**config.mk**
```make
export PLATFORM = sky130hd
export DESIGN_NAME = keypad_calc_core
export DESIGN_NICKNAME = d
export VERILOG_FILES = /design/src/rtl/keypad_calc_core.sv
export SDC_FILE = /design/constraint.sdc
export NUM_CORES = 1
export LEC_CHECK = 0
export BUFFER_PORTS_ARGS = -buffer_cell sky130_fd_sc_hd__buf_2
export CORE_ASPECT_RATIO = 0.7
export CORE_MARGIN = 8
export CORE_UTILIZATION = 40
export CTS_CLUSTER_DIAMETER = 30
export DETAILED_ROUTE_END_ITERATION = 8
export SLEW_MARGIN = 10
export SYNTH_ARGS = -nofsm -noshare
export SYNTH_HDL_FRONTEND = slang
export SYNTH_SLANG_ARGS = --single-unit
export TNS_END_PERCENT = 30
```
**constraint.sdc**
```tcl
create_clock -name clk -period 8.7 [get_ports clk]
set_input_delay 1.305 -clock clk [delete_from_list [all_inputs] [get_ports clk]]
set_output_delay 1.305 -clock clk [all_outputs]
set_load 0.02 [all_outputs]
```
**src/rtl/keypad_calc_core.sv**
```systemverilog
// keypad_calc_core: debounced hex keypad front end driving a chained unsigned + - * calculator.
module keypad_calc_core #(
  parameter int WIDTH = 10,
  parameter int DEBOUNCE_CYCLES = 4
) (
  input  logic             clk,
  input  logic             rst_n,
  input  logic             key_pressed,
  input  logic [3:0]       keypad_out,
  output logic [WIDTH-1:0] reg_display,
  output logic             err,
  output logic             key_valid,
  output logic [1:0]       calc_state
);
  typedef enum logic [1:0] {ENTER_A, ENTER_B, RESULT, ERROR} state_t;
  localparam int CW = $clog2(DEBOUNCE_CYCLES + 1);
  localparam logic [CW-1:0] LAST = CW'(DEBOUNCE_CYCLES - 1);
  localparam logic [3:0] K_CE = 4'hD, K_EQ = 4'hE, K_AC = 4'hF;
  logic [1:0]       sync_q;
  logic             armed_q, key_valid_q;
  logic [CW-1:0]    cnt_q;
  logic [3:0]       key_q;
  state_t           state_q, state_d;
  logic [WIDTH-1:0] entry_q, entry_d, a_q, a_d, res_q, res_d, disp_q, disp_d;
  logic [1:0]       op_q, op_d;
  logic             typed_q, typed_d;
  // armed means waiting for a press, so the level being counted toward equals armed_q
  always_ff @(posedge clk or negedge rst_n)
    if (!rst_n) begin
      sync_q      <= '0;
      armed_q     <= 1'b0;
      cnt_q       <= '0;
      key_valid_q <= 1'b0;
      key_q       <= '0;
    end else begin
      sync_q      <= {sync_q[0], key_pressed};
      key_valid_q <= 1'b0;
      if (sync_q[1] != armed_q) cnt_q <= '0;
      else if (cnt_q == LAST) begin
        cnt_q       <= '0;
        armed_q     <= !armed_q;
        key_valid_q <= armed_q;
        if (armed_q) key_q <= keypad_out;
      end else cnt_q <= cnt_q + 1'b1;
    end
  logic             is_digit, is_op, entry_fit, alu_err, clr;
  logic [1:0]       op_new;
  logic [WIDTH+3:0] entry_ext;
  logic [WIDTH-1:0] entry_next, alu_res;
  logic [WIDTH:0]   sum;
  logic [2*WIDTH-1:0] prod;
  assign is_digit   = key_q < 4'd10;
  assign is_op      = key_q inside {4'hA, 4'hB, 4'hC};
  assign op_new     = 2'(key_q - 4'hA);
  assign entry_ext  = (WIDTH+4)'(entry_q) * (WIDTH+4)'(10) + (WIDTH+4)'(key_q);
  assign entry_fit  = entry_ext[WIDTH+3:WIDTH] == 4'd0;
  assign entry_next = entry_fit ? entry_ext[WIDTH-1:0] : entry_q;
  assign sum        = {1'b0, a_q} + {1'b0, entry_q};
  assign prod       = (2*WIDTH)'(a_q) * (2*WIDTH)'(entry_q);
  assign alu_res    = op_q == 2'd0 ? sum[WIDTH-1:0] : op_q == 2'd1 ? a_q - entry_q : prod[WIDTH-1:0];
  assign alu_err    = op_q == 2'd0 ? sum[WIDTH] : op_q == 2'd1 ? entry_q > a_q : |prod[2*WIDTH-1:WIDTH];
  always_comb begin
    state_d = state_q;
    entry_d = entry_q;
    a_d     = a_q;
    res_d   = res_q;
    op_d    = op_q;
    typed_d = typed_q;
    clr     = 1'b0;
    if (key_valid_q)
      case (state_q)
        ENTER_A:
          if (is_digit) entry_d = entry_next;
          else if (is_op) begin
            a_d     = entry_q;
            op_d    = op_new;
            entry_d = '0;
            typed_d = 1'b0;
            state_d = ENTER_B;
          end else if (key_q == K_CE || key_q == K_AC) entry_d = '0;
        ENTER_B:
          if (is_digit) begin
            entry_d = entry_next;
            typed_d = 1'b1;
          end else if (is_op || key_q == K_EQ) begin
            if (alu_err) state_d = ERROR;
            else if (is_op) begin
              a_d     = alu_res;
              op_d    = op_new;
              entry_d = '0;
              typed_d = 1'b0;
            end else begin
              res_d   = alu_res;
              state_d = RESULT;
            end
          end else if (key_q == K_CE) begin
            entry_d = '0;
            typed_d = 1'b1;
          end else if (key_q == K_AC) clr = 1'b1;
        RESULT:
          if (is_digit) begin
            entry_d = WIDTH'(key_q);
            state_d = ENTER_A;
          end else if (is_op) begin
            a_d     = res_q;
            op_d    = op_new;
            entry_d = '0;
            typed_d = 1'b0;
            state_d = ENTER_B;
          end else if (key_q == K_CE || key_q == K_AC) clr = 1'b1;
        default: clr = key_q == K_AC;
      endcase
    if (clr) begin
      state_d = ENTER_A;
      entry_d = '0;
      a_d     = '0;
      res_d   = '0;
      op_d    = '0;
      typed_d = 1'b0;
    end
    // until the first digit of the second operand, show the running value
    disp_d = state_d == ERROR ? '1 : state_d == RESULT ? res_d :
             (state_d == ENTER_B && !typed_d) ? a_d : entry_d;
  end
  always_ff @(posedge clk or negedge rst_n)
    if (!rst_n) begin
      state_q <= ENTER_A;
      entry_q <= '0;
      a_q     <= '0;
      res_q   <= '0;
      op_q    <= '0;
      typed_q <= 1'b0;
      disp_q  <= '0;
    end else begin
      state_q <= state_d;
      entry_q <= entry_d;
      a_q     <= a_d;
      res_q   <= res_d;
      op_q    <= op_d;
      typed_q <= typed_d;
      disp_q  <= disp_d;
    end
  assign reg_display = disp_q;
  assign err         = state_q == ERROR;
  assign key_valid   = key_valid_q;
  assign calc_state  = state_q;
endmodule

```
Word level (Yosys, flattened, before mapping)
Cells that the tools add are included.

word-level totals
  bits in registers = 56
  bits of input ports = 7
  logic and storage cells = 135

cells by class
  add/subtract/negate cells = 5
  $mul = 2
  magnitude comparators = 2
  equal/unequal tests = 19
  multiplexer cells = 78
  bitwise operators = 1
  reduce and logical (&&, ||, !) cells = 16

operators by type and width
  operator                                              count
  two-way mux 10 bit                                    34
  one-hot mux 10 bit (3 select lines)                   2
  two-way mux 2 bit                                     16
  equality test 4 bit (second input constant)           6
  multiplier 10 x 10 -> 20 bit                          1
  two-way mux 1 bit                                     20
  adder 14 x 4 -> 14 bit                                1
  multiplier 10 x 3 -> 13 bit (second input constant)   1
  adder 10 x 10 -> 11 bit                               1
  > comparator 10 bit                                   1
  OR reduction 10 bit                                   1
  subtractor 10 bit                                     1
  inequality test 3 bit (second input constant)         3
  equality test 2 bit (second input constant)           4
  equality test 2 x 1 -> 1 bit (second input constant)  3
  two-way mux 3 bit                                     2
  one-hot mux 2 bit (3 select lines)                    1
  AND reduction 6 bit                                   1
  nonzero test 3 bit                                    2
  logical NOT 2 bit                                     2
  logical NOT 4 bit                                     1
  less-than comparator 4 bit (second input constant)    1
  one-hot mux 2 bit (2 select lines)                    1
  adder 3 x 1 -> 3 bit (second input constant)          1
  14 further kinds                                      16

Depth between registers and ports, before layout
Gate-level depths: netlist of run 1.

  depth after elaboration = 15
  mapped depth = 25

Worst setup path after synthesis of run 1
No wires, ideal clock.

  kind = reg2reg
  from = reg entry_q[1]
  to = reg disp_q[3], in the netlist reg_display[3]
  setup time = 0.126 ns
  arrival time = 6.269 ns
  data required time = 8.574 ns
  path slack = 2.305 ns
  stages on the path, launching flop included = 26
  period minus slack after synthesis = 6.395 ns
  cells stage by stage = dfrtp_1 -> clkbuf_1 -> nand2_1 -> fa_1 -> inv_1 -> fa_1 -> inv_1 -> fa_1 -> inv_1 -> fa_1 -> inv_1 -> fa_1 -> inv_1 -> ha_1 -> a21oi_1 -> o211ai_1 -> a21oi_1 -> o21ai_0 -> xnor2_1 -> or4_1 -> nor3_2 -> o21ai_1 -> buf_2 -> inv_1 -> o211ai_1 -> a221o_1

on the way
  word-level cells in the longest chain between the ends = 15

RTL lines
  what                                    RTL line  text
  start, declared                         24        logic [WIDTH-1:0] entry_q, entry_d, a_q, a_d, res_q, res_d, disp_q, disp_d;
  start signal, assigned                  136       entry_q <= entry_d;
  multiplier 10 x 10 -> 20 bit            59        assign prod = (2*WIDTH)'(a_q) * (2*WIDTH)'(entry_q);
  OR reduction 10 bit                     61        assign alu_err = op_q == 2'd0 ? sum[WIDTH] : op_q == 2'd1 ? entry_q > a_q : |prod[2*WIDTH-1:WIDTH];
  two-way mux 1 bit                       61
  two-way mux 1 bit (*)                   61
  two-way mux 2 bit (*)                   86        if (alu_err) state_d = ERROR;
  two-way mux 2 bit (*)                   85        end else if (is_op || key_q == K_EQ) begin
  two-way mux 2 bit (*)                   82        if (is_digit) begin
  one-hot mux 2 bit (3 select lines) (*)  71        case (state_q)
  two-way mux 2 bit (*)                   70        if (key_valid_q)
  two-way mux 2 bit (*)                   113       if (clr) begin
  net state_d[0]                          23        state_t state_q, state_d;
  equality test 2 x 1 -> 1 bit            123       (state_d == ENTER_B && !typed_d) ? a_d : entry_d;
  logical AND 1 bit                       123
  two-way mux 10 bit                      123
  two-way mux 10 bit                      122       disp_d = state_d == ERROR ? '1 : state_d == RESULT ? res_d :
  two-way mux 10 bit (*)                  122
  net disp_d[3]                           24
  end signal, assigned                    141       disp_q <= disp_d;
  end, declared                           24

The timed path passes the listed nets; every way through them passes the cells marked *.
A chain may end at the register's enable or synchronous reset.

Worst setup path after layout of run 1
  from = reg a_q[7]
  to = reg disp_q[6], in the netlist reg_display[6]

on the way
  word-level cells in the longest chain between the ends = 15

RTL lines
  what                                                                                             RTL line  text
  start, declared                                                                                  24
  start signal, assigned                                                                           129       a_q <= '0;
  start signal, assigned                                                                           137       a_q <= a_d;
  multiplier 10 x 10 -> 20 bit                                                                     59
  OR reduction 10 bit                                                                              61
  two-way mux 1 bit                                                                                61
  two-way mux 1 bit (*)                                                                            61
  two-way mux 2 bit / two-way mux 1 bit (equally long branches)                                    86
  two-way mux 2 bit / two-way mux 1 bit (equally long branches)                                    85
  two-way mux 2 bit / two-way mux 1 bit (equally long branches)                                    82
  one-hot mux 2 bit (3 select lines) / one-hot mux 1 bit (2 select lines) (equally long branches)  71
  two-way mux 2 bit / two-way mux 1 bit (equally long branches)                                    70
  two-way mux 2 bit / two-way mux 1 bit (equally long branches)                                    113
  equality test 2 x 1 -> 1 bit / logical NOT 1 bit (equally long branches)                         123
  logical AND 1 bit                                                                                123
  two-way mux 10 bit                                                                               123
  two-way mux 10 bit                                                                               122
  two-way mux 10 bit (*)                                                                           122
  net disp_d[6]                                                                                    24

Marks and branches as above.

==> results of run 1 <==
[logic make-up (layout without fill, tap and decap cells)]
family	count (synthesis)	after routing	share of synthesized area, %
buffers and inverters	154	141	7.134
muxes	13	13	1.674
adders and majority gates	166	166	31.01
and+or+nand+nor	311	311	17.87
AOI/OAI and AO/OA	267	267	21.83
DFF	56	56	16.89
xor gates and xnor gates	34	34	3.590
[final cells by class]
type | count | area [µm²] | share of cell area [%]
Timing Repair Buffer | 33 | 197.7 | 2.254
Clock inverter | 2 | 13.76 | 0.1569
Clock buffer | 6 | 128.9 | 1.470
Tap cell | 276 | 345.3 | 3.938
Sequential cell | 56 | 1401 | 15.98
Multi-Input combinational cell | 791 | 6307 | 71.92
Inverter | 100 | 375.4 | 4.280
[placed cells by master (no fill, tap or decap), types with 23 or more instances in the layout]
| master | netlist | final |
|---|---|---|
| sky130_fd_sc_hd__fa_1 | 66 | 66 |
| sky130_fd_sc_hd__ha_1 | 100 | 100 |
| sky130_fd_sc_hd__nor2_1 | 72 | 72 |
| sky130_fd_sc_hd__a21oi_1 | 61 | 61 |
| sky130_fd_sc_hd__inv_1 | 99 | 99 |
| sky130_fd_sc_hd__dfrtp_1 | 56 | 56 |
| sky130_fd_sc_hd__nand2_1 | 105 | 105 |
| sky130_fd_sc_hd__o21ai_0 | 52 | 51 |
| sky130_fd_sc_hd__nor3_1 | 24 | 23 |
| sky130_fd_sc_hd__and2_1 | 36 | 36 |
[path summary, 6_finish.rpt]
kind	startpoint	to	slack [ps]	depth (start not counted)
setup reg to reg	a_q[7]	reg_display[6]	1100	23
min in group asynchronous	rst_n	a_q[1]	1150	2
setup / recovery	a_q[7]	reg_display[6]	1100	23
max in group asynchronous	rst_n	reg_display[8]	7040	2
hold / removal	sync_q[0]	sync_q[1]	360	0
hold reg to reg	sync_q[0]	sync_q[1]	360	0
[critical path: stages, from the launching register on]
cell and delay [ps]:
sky130_fd_sc_hd__dfrtp_1 690, sky130_fd_sc_hd__nand2_1 150, sky130_fd_sc_hd__fa_1 560, sky130_fd_sc_hd__inv_1 50, sky130_fd_sc_hd__fa_1 500, sky130_fd_sc_hd__inv_1 60, sky130_fd_sc_hd__fa_1 540, sky130_fd_sc_hd__inv_1 50
sky130_fd_sc_hd__fa_1 470, sky130_fd_sc_hd__inv_1 50, sky130_fd_sc_hd__fa_1 470, sky130_fd_sc_hd__inv_1 40, sky130_fd_sc_hd__ha_1 330, sky130_fd_sc_hd__a21oi_1 150, sky130_fd_sc_hd__o211ai_1 170, sky130_fd_sc_hd__a21oi_1 410
sky130_fd_sc_hd__o21ai_0 190, sky130_fd_sc_hd__xnor2_1 180, sky130_fd_sc_hd__or4_1 620, sky130_fd_sc_hd__nor3_2 480, sky130_fd_sc_hd__o21ai_1 470, sky130_fd_sc_hd__a21oi_2 550, sky130_fd_sc_hd__o21bai_1 190, sky130_fd_sc_hd__a22oi_1 100
[per-stage QoR]
step | utilization (%) | total power, W
global route | 42.71 | 0.001599
finish | 42.71 | 0.001492
detailed placement | 42.01 | 0.001265
global placement | 42.01 | 0.001261
floorplan | - | 0.0009909
CTS | 42.71 | 0.001473
[flip-flops by register name (all words and copies together), names as in the netlist, 2 cells and up]
signal,cells
entry_q,10
sync_q,2
res_q,10
key_q,4
calc_state,2
reg_display,10
op_q,2
a_q,10
cnt_q,3
[per-layer routing]
metal	global-route usage [%]	vias to the layer above	part of all wire, %
li1	-	3463	-
met3	5.459	19	10
met5	0	-	0
met1	32.34	3542	52
met2	25.41	327	37
met4	1.963	0	0.70
[power groups by stage]
stage / logic, W / clock network, W / registers (W)
finish: 0.000854 / 0.000206 / 0.000432
global route: 0.000939 / 0.000218 / 0.000442
CTS: 0.000836 / 0.000209 / 0.000429
detailed placement: 0.000832 / 0 / 0.000433
global placement: 0.000826 / 0 / 0.000434
floorplan: 0.000620 / 0 / 0.000371
==> flow_summary.json, run 1 <==
{
  "report.final.setup_viol": 0,
  "total_switching_power_w": 0.0007733,
  "run_status": "finished clean",
  "postSynth.asyncResetShare_pct": 100.0,
  "antennaDiodeCount": 0,
  "synth.top_cell.area_share_pct": 16.89,
  "fmax_mhz": 131.6,
  "die_x_um": 188.1,
  "post_cts_hold_buffer_count": 0,
  "cts-resized-gates": 0,
  "synth_seq_cells": 56,
  "ctsHtreeMaxLevel": 2,
  "first_global_vias": 6802,
  "cp-end-kind": "flop",
  "timing.critical_path.required_ps": 8870,
  "powerDensity_mw_per_mm2": 170.1,
  "synth.yosys.seq_area_share_pct": 16.89,
  "synthFlopType": "sky130_fd_sc_hd__dfrtp_1",
  "totalWireLength_um": 25400,
  "grt_start_max_net_pins": 57,
  "viasPerCell": 5.816,
  "cp.arrival_ps": 7770,
  "grt_util_all_layers_pct": 19.88,
  "hpwl_um": 19830,
  "synth-edff-count": 0,
  "initial_core_util_pct": 40.40,
  "num-fill-cells": 2092,
  "post_synth_inst_count": 1001,
  "die-area_mm2": 0.02568,
  "postSynthNetCount": 1174,
  "route.vias.total": 7351,
  "seqPwrFrac_pct": 29.0,
  "syn-cell-area_mm2": 0.008295,
  "worst_setup_path_start_kind": "flop",
  "global_route.overflow_total": 0,
  "placed_instance_area_mm2": 0.008627,
  "floorplan.die.height_um": 136.5,
  "row_count": 44,
  "synth.largest_area_cell": "sky130_fd_sc_hd__dfrtp_1",
  "final-instance-count-excl-fill": 1264,
  "max_cap_violations": 0,
  "clock_tree_from_tritoncts": "yes",
  "placed_cells_incl_taps": 1256,
  "post-synth-top-count-cell": "sky130_fd_sc_hd__nand2_1",
  "max_slew.worst_pin.slew_ps": 996.1,
  "grt_pass1_wl_um": 40380,
  "timing.critical_path.fanout_max": 14,
  "synth.avg_cell_area_um2": 8.287,
  "drt-initial-drc-count": 715,
  "ctsRootBufferMaster": "sky130_fd_sc_hd__clkbuf_16",
  "ys_top_cells_by_area": "sky130_fd_sc_hd__dfrtp_1 (17%), sky130_fd_sc_hd__fa_1 (16%), sky130_fd_sc_hd__ha_1 (15%), sky130_fd_sc_hd__nand2_1 (4.8%), sky130_fd_sc_hd__inv_1 (4.5%)",
  "irDropWorstVdd_uv": 87.09,
  "num-nets-final": 1160,
  "slew_viol_final": 0,
  "area_delta_synth_final_pct": 5.716,
  "preCtsSetupSlack_ps": 1198,
  "ios": 21,
  "layout.cell_area.non_filler_mm2": 0.008770,
  "gp_routability_congestion": 0.9705,
  "worstHoldPathType": "reg2reg",
  "clk_pin_slew_ps": 80,
  "timing.hold.ws_ps": 358.9,
  "post_synth_num_cell_types": 79,
  "grt_antenna_before_repair": 1,
  "core_mm2": 0.02053,
  "grt_setup_unrepaired": "no",
  "cts_max_path_buffers": 2,
  "num_clock_sinks": 56,
  "synth_top_cells_by_count": "sky130_fd_sc_hd__nand2_1 (105), sky130_fd_sc_hd__ha_1 (100), sky130_fd_sc_hd__inv_1 (99)",
  "drc": 0,
  "drive_gt1_share_pct": 6.883,
  "finalHoldViolCount": 0,
  "detail_route.wl_per_cell_um": 20.09,
  "finalCritPeriodShare_pct": 87.32,
  "slew_headroom_pct": 33.28,
  "leakage_nw": 4.157,
  "cts_inserted_buffers": 5,
  "netSwitchingFraction_pct": 51.82,
  "clk_latency_worst_skew_pair_ps": 300,
  "port_buffers": 20,
  "setup_ws_ps": 1103,
  "drtPass1Iterations": 5,
  "setup_total_negative_slack_ps": 0,
  "postCtsSetupBuffers": 0,
  "power_frac_comb_pct": 57.2,
  "cell_internal_pwr_w": 0.0007189,
  "layout_min_cycle_time_ps": 7597,
  "worst_clock_skew_ps": 11.09,
  "synth-warning-count": 0,
  "critical_path_class": "reg2reg",
  "clkPwrFrac_pct": 13.8,
  "ant_nets": 0
}
Note: power is estimated with default switching activity, not from simulation.
==> run 2, diff against run 1 <==
--- a/config.mk
+++ b/config.mk
@@ -6,11 +6,14 @@
 export NUM_CORES = 1
 export LEC_CHECK = 0
 export BUFFER_PORTS_ARGS = -buffer_cell sky130_fd_sc_hd__buf_2
+export CELL_PAD_IN_SITES_DETAIL_PLACEMENT = 2
+export CELL_PAD_IN_SITES_GLOBAL_PLACEMENT = 2
 export CORE_ASPECT_RATIO = 0.7
 export CORE_MARGIN = 8
 export CORE_UTILIZATION = 40
 export CTS_CLUSTER_DIAMETER = 30
 export DETAILED_ROUTE_END_ITERATION = 8
+export PLACE_DENSITY_LB_ADDON = 0.1
 export SLEW_MARGIN = 10
 export SYNTH_ARGS = -nofsm -noshare
 export SYNTH_HDL_FRONTEND = slang
==> flow_summary.json, run 2 (synthesized netlist as in run 1, its figures left out) <==
{
  "totalPowerFinal_w": 0.001560,
  "max_cap_violations": 0,
  "row_count": 44,
  "initial_core_util_pct": 40.40,
  "postCtsSetupBuffers": 0,
  "run_status": "finished clean",
  "totalWireLength_um": 30940,
  "max_slew.worst_pin.slew_ps": 998.2,
  "critical_path_cell_by_cell": "nand2_1 -> fa_1 -> inv_1 -> fa_1 -> inv_1 -> fa_1 -> inv_1 -> fa_1 -> inv_1 -> fa_1 -> inv_1 -> ha_1 -> a21oi_1 -> o211ai_1 -> a21oi_1 -> o21ai_0 -> xnor2_1 -> or4_1 -> nor3_2 -> o21ai_1 -> a21oi_2 -> o21bai_1 -> a22oi_1",
  "seq_area_mm2": 0.001401,
  "num-nets-final": 1160,
  "detail_route.wl_per_cell_um": 24.48,
  "route.vias.total": 7600,
  "cts_inserted_buffers": 5,
  "finish.utilization_pct": 42.76,
  "crit-reg2reg-launch": "entry_q[1]",
  "layout.cell_area.non_filler_mm2": 0.008780,
  "report.final.setup_viol": 0,
  "die_x_um": 188.1,
  "ant_nets": 0,
  "worst_clock_skew_ps": 8.994,
  "cp-end-kind": "flop",
  "num-fill-cells": 2351,
  "grt_pass1_wl_um": 48360,
  "clock_tree_from_tritoncts": "yes",
  "hpwl_um": 24050,
  "clk_latency_worst_skew_pair_ps": 300,
  "slew_viol_final": 0,
  "gp_routability_congestion": 0.8461,
  "ios": 21,
  "post_cts_hold_buffer_count": 0,
  "irDropWorstVdd_uv": 106.8,
  "placed_instance_area_mm2": 0.008627,
  "worstRegToRegCells": 23,
  "cp_slowest_cell": "sky130_fd_sc_hd__dfrtp_1",
  "drc": 0,
  "slew_headroom_pct": 33.21,
  "finalHoldViolCount": 0,
  "antennaDiodeCount": 0,
  "grt_antenna_before_repair": 1,
  "drt-initial-drc-count": 493,
  "port_buffers": 20,
  "core_mm2": 0.02053,
  "cts_max_path_buffers": 2,
  "layout_min_cycle_time_ps": 7920,
  "first_global_vias": 8029,
  "multi_input_area_mm2": 0.006307,
  "num_clock_sinks": 56,
  "grt_setup_unrepaired": "no",
  "timing.hold.ws_ps": 375.0,
  "timing.critical_path.required_ps": 8860,
  "cp.arrival_ps": 8080,
  "worstHoldPathType": "reg2reg",
  "grt_start_max_net_pins": 57,
  "capture_point_of_the_worst_reg_to_reg_path": "reg_display[4]",
  "floorplan.die.height_um": 136.5,
  "critical_path_class": "reg2reg",
  "ctsHtreeMaxLevel": 2,
  "powerDensity_mw_per_mm2": 177.7,
  "worst-r2r-setup-slack_ps": 780,
  "leakage_nw": 4.159,
  "timing.critical_path.fanout_max": 19,
  "timing.critical_path.slowest_cell_delay_ps": 930,
  "drtPass1Iterations": 5,
  "grt_util_all_layers_pct": 24.16,
  "global_route.overflow_total": 0,
  "die-area_mm2": 0.02568,
  "area_delta_synth_final_pct": 5.837,
  "ctsRootBufferMaster": "sky130_fd_sc_hd__clkbuf_16",
  "viasPerCell": 6.013,
  "fmax_mhz": 126.3,
  "final_common_cell": "sky130_fd_sc_hd__nand2_1",
  "worst_setup_path_start_kind": "flop",
  "final_cell_mix": "sky130_fd_sc_hd__nand2_1 (105), sky130_fd_sc_hd__ha_1 (100), sky130_fd_sc_hd__inv_1 (99), sky130_fd_sc_hd__nor2_1 (72), sky130_fd_sc_hd__fa_1 (66)",
  "cp-endpoint": "reg_display[4]",
  "finalCritPeriodShare_pct": 91.04,
  "critPathLaunch": "entry_q[1]",
  "clk_pin_slew_ps": 90,
  "setup_total_negative_slack_ps": 0,
  "cts-resized-gates": 0,
  "drive_gt1_share_pct": 6.984,
  "worst_hold_path.num_cells": 0
}
==> run 2: through the flow <==
stage               instances  worst slack [ps]
finish                   1264             779.8
global route             1264             372.4
CTS                      1264             771.6
detailed placement       1256             808.7
global placement         1256              1224
floorplan                1001              2305
==> run 2: routing by layer <==
metal  global-route usage, %  up-vias  routed length, µm
met2                   36.23      192              13260
met1                   35.95     3928              15470
met3                   4.049       33               1734
met4                   4.581        0                488
li1                        -     3447                  -
met5                       0        -                  0
==> run 2: how the worst min path moves through the flow <==
stage	startpoint	endpoint	slack, ps
6_report	sync_q[0]	sync_q[1]	380
3_5_place_dp	sync_q[0]	sync_q[1]	360
5_1_grt	sync_q[0]	sync_q[1]	380
2_1_floorplan	sync_q[0]	sync_q[1]	330
4_1_cts	sync_q[0]	sync_q[1]	370
3_3_place_gp	sync_q[0]	sync_q[1]	340
==> run 2: critical path: cells and delay by family (launching register included) <==
family | cells | cell delay, ps
buffers and inverters | 5 | 240
adders and majority gates | 6 | 2860
AOI/OAI and AO/OA | 8 | 2230
xor gates and xnor gates | 1 | 190
DFF | 1 | 930
and+or+nand+nor | 3 | 1290
==> run 2: power breakdown <==
part | switching, W | leakage [nW] | internal, W
sequential | 0.000124 | 0.758 | 0.000306
combinational | 0.000604 | 3.33 | 0.000304
clock | 0.000111 | 0.0719 | 0.000110
total | 0.000840 | 4.16 | 0.000720
==> run 2: layout make-up <==
| type | count | share of cell area (%) |
|---|---|---|
| repair buffers | 33 | 2.252 |
| inverters | 100 | 4.275 |
| clock inverters | 3 | 0.3135 |
| clock buffers | 5 | 1.425 |
| flip-flops and latches | 56 | 15.96 |
| multi-input cells | 791 | 71.84 |
| well taps | 276 | 3.933 |
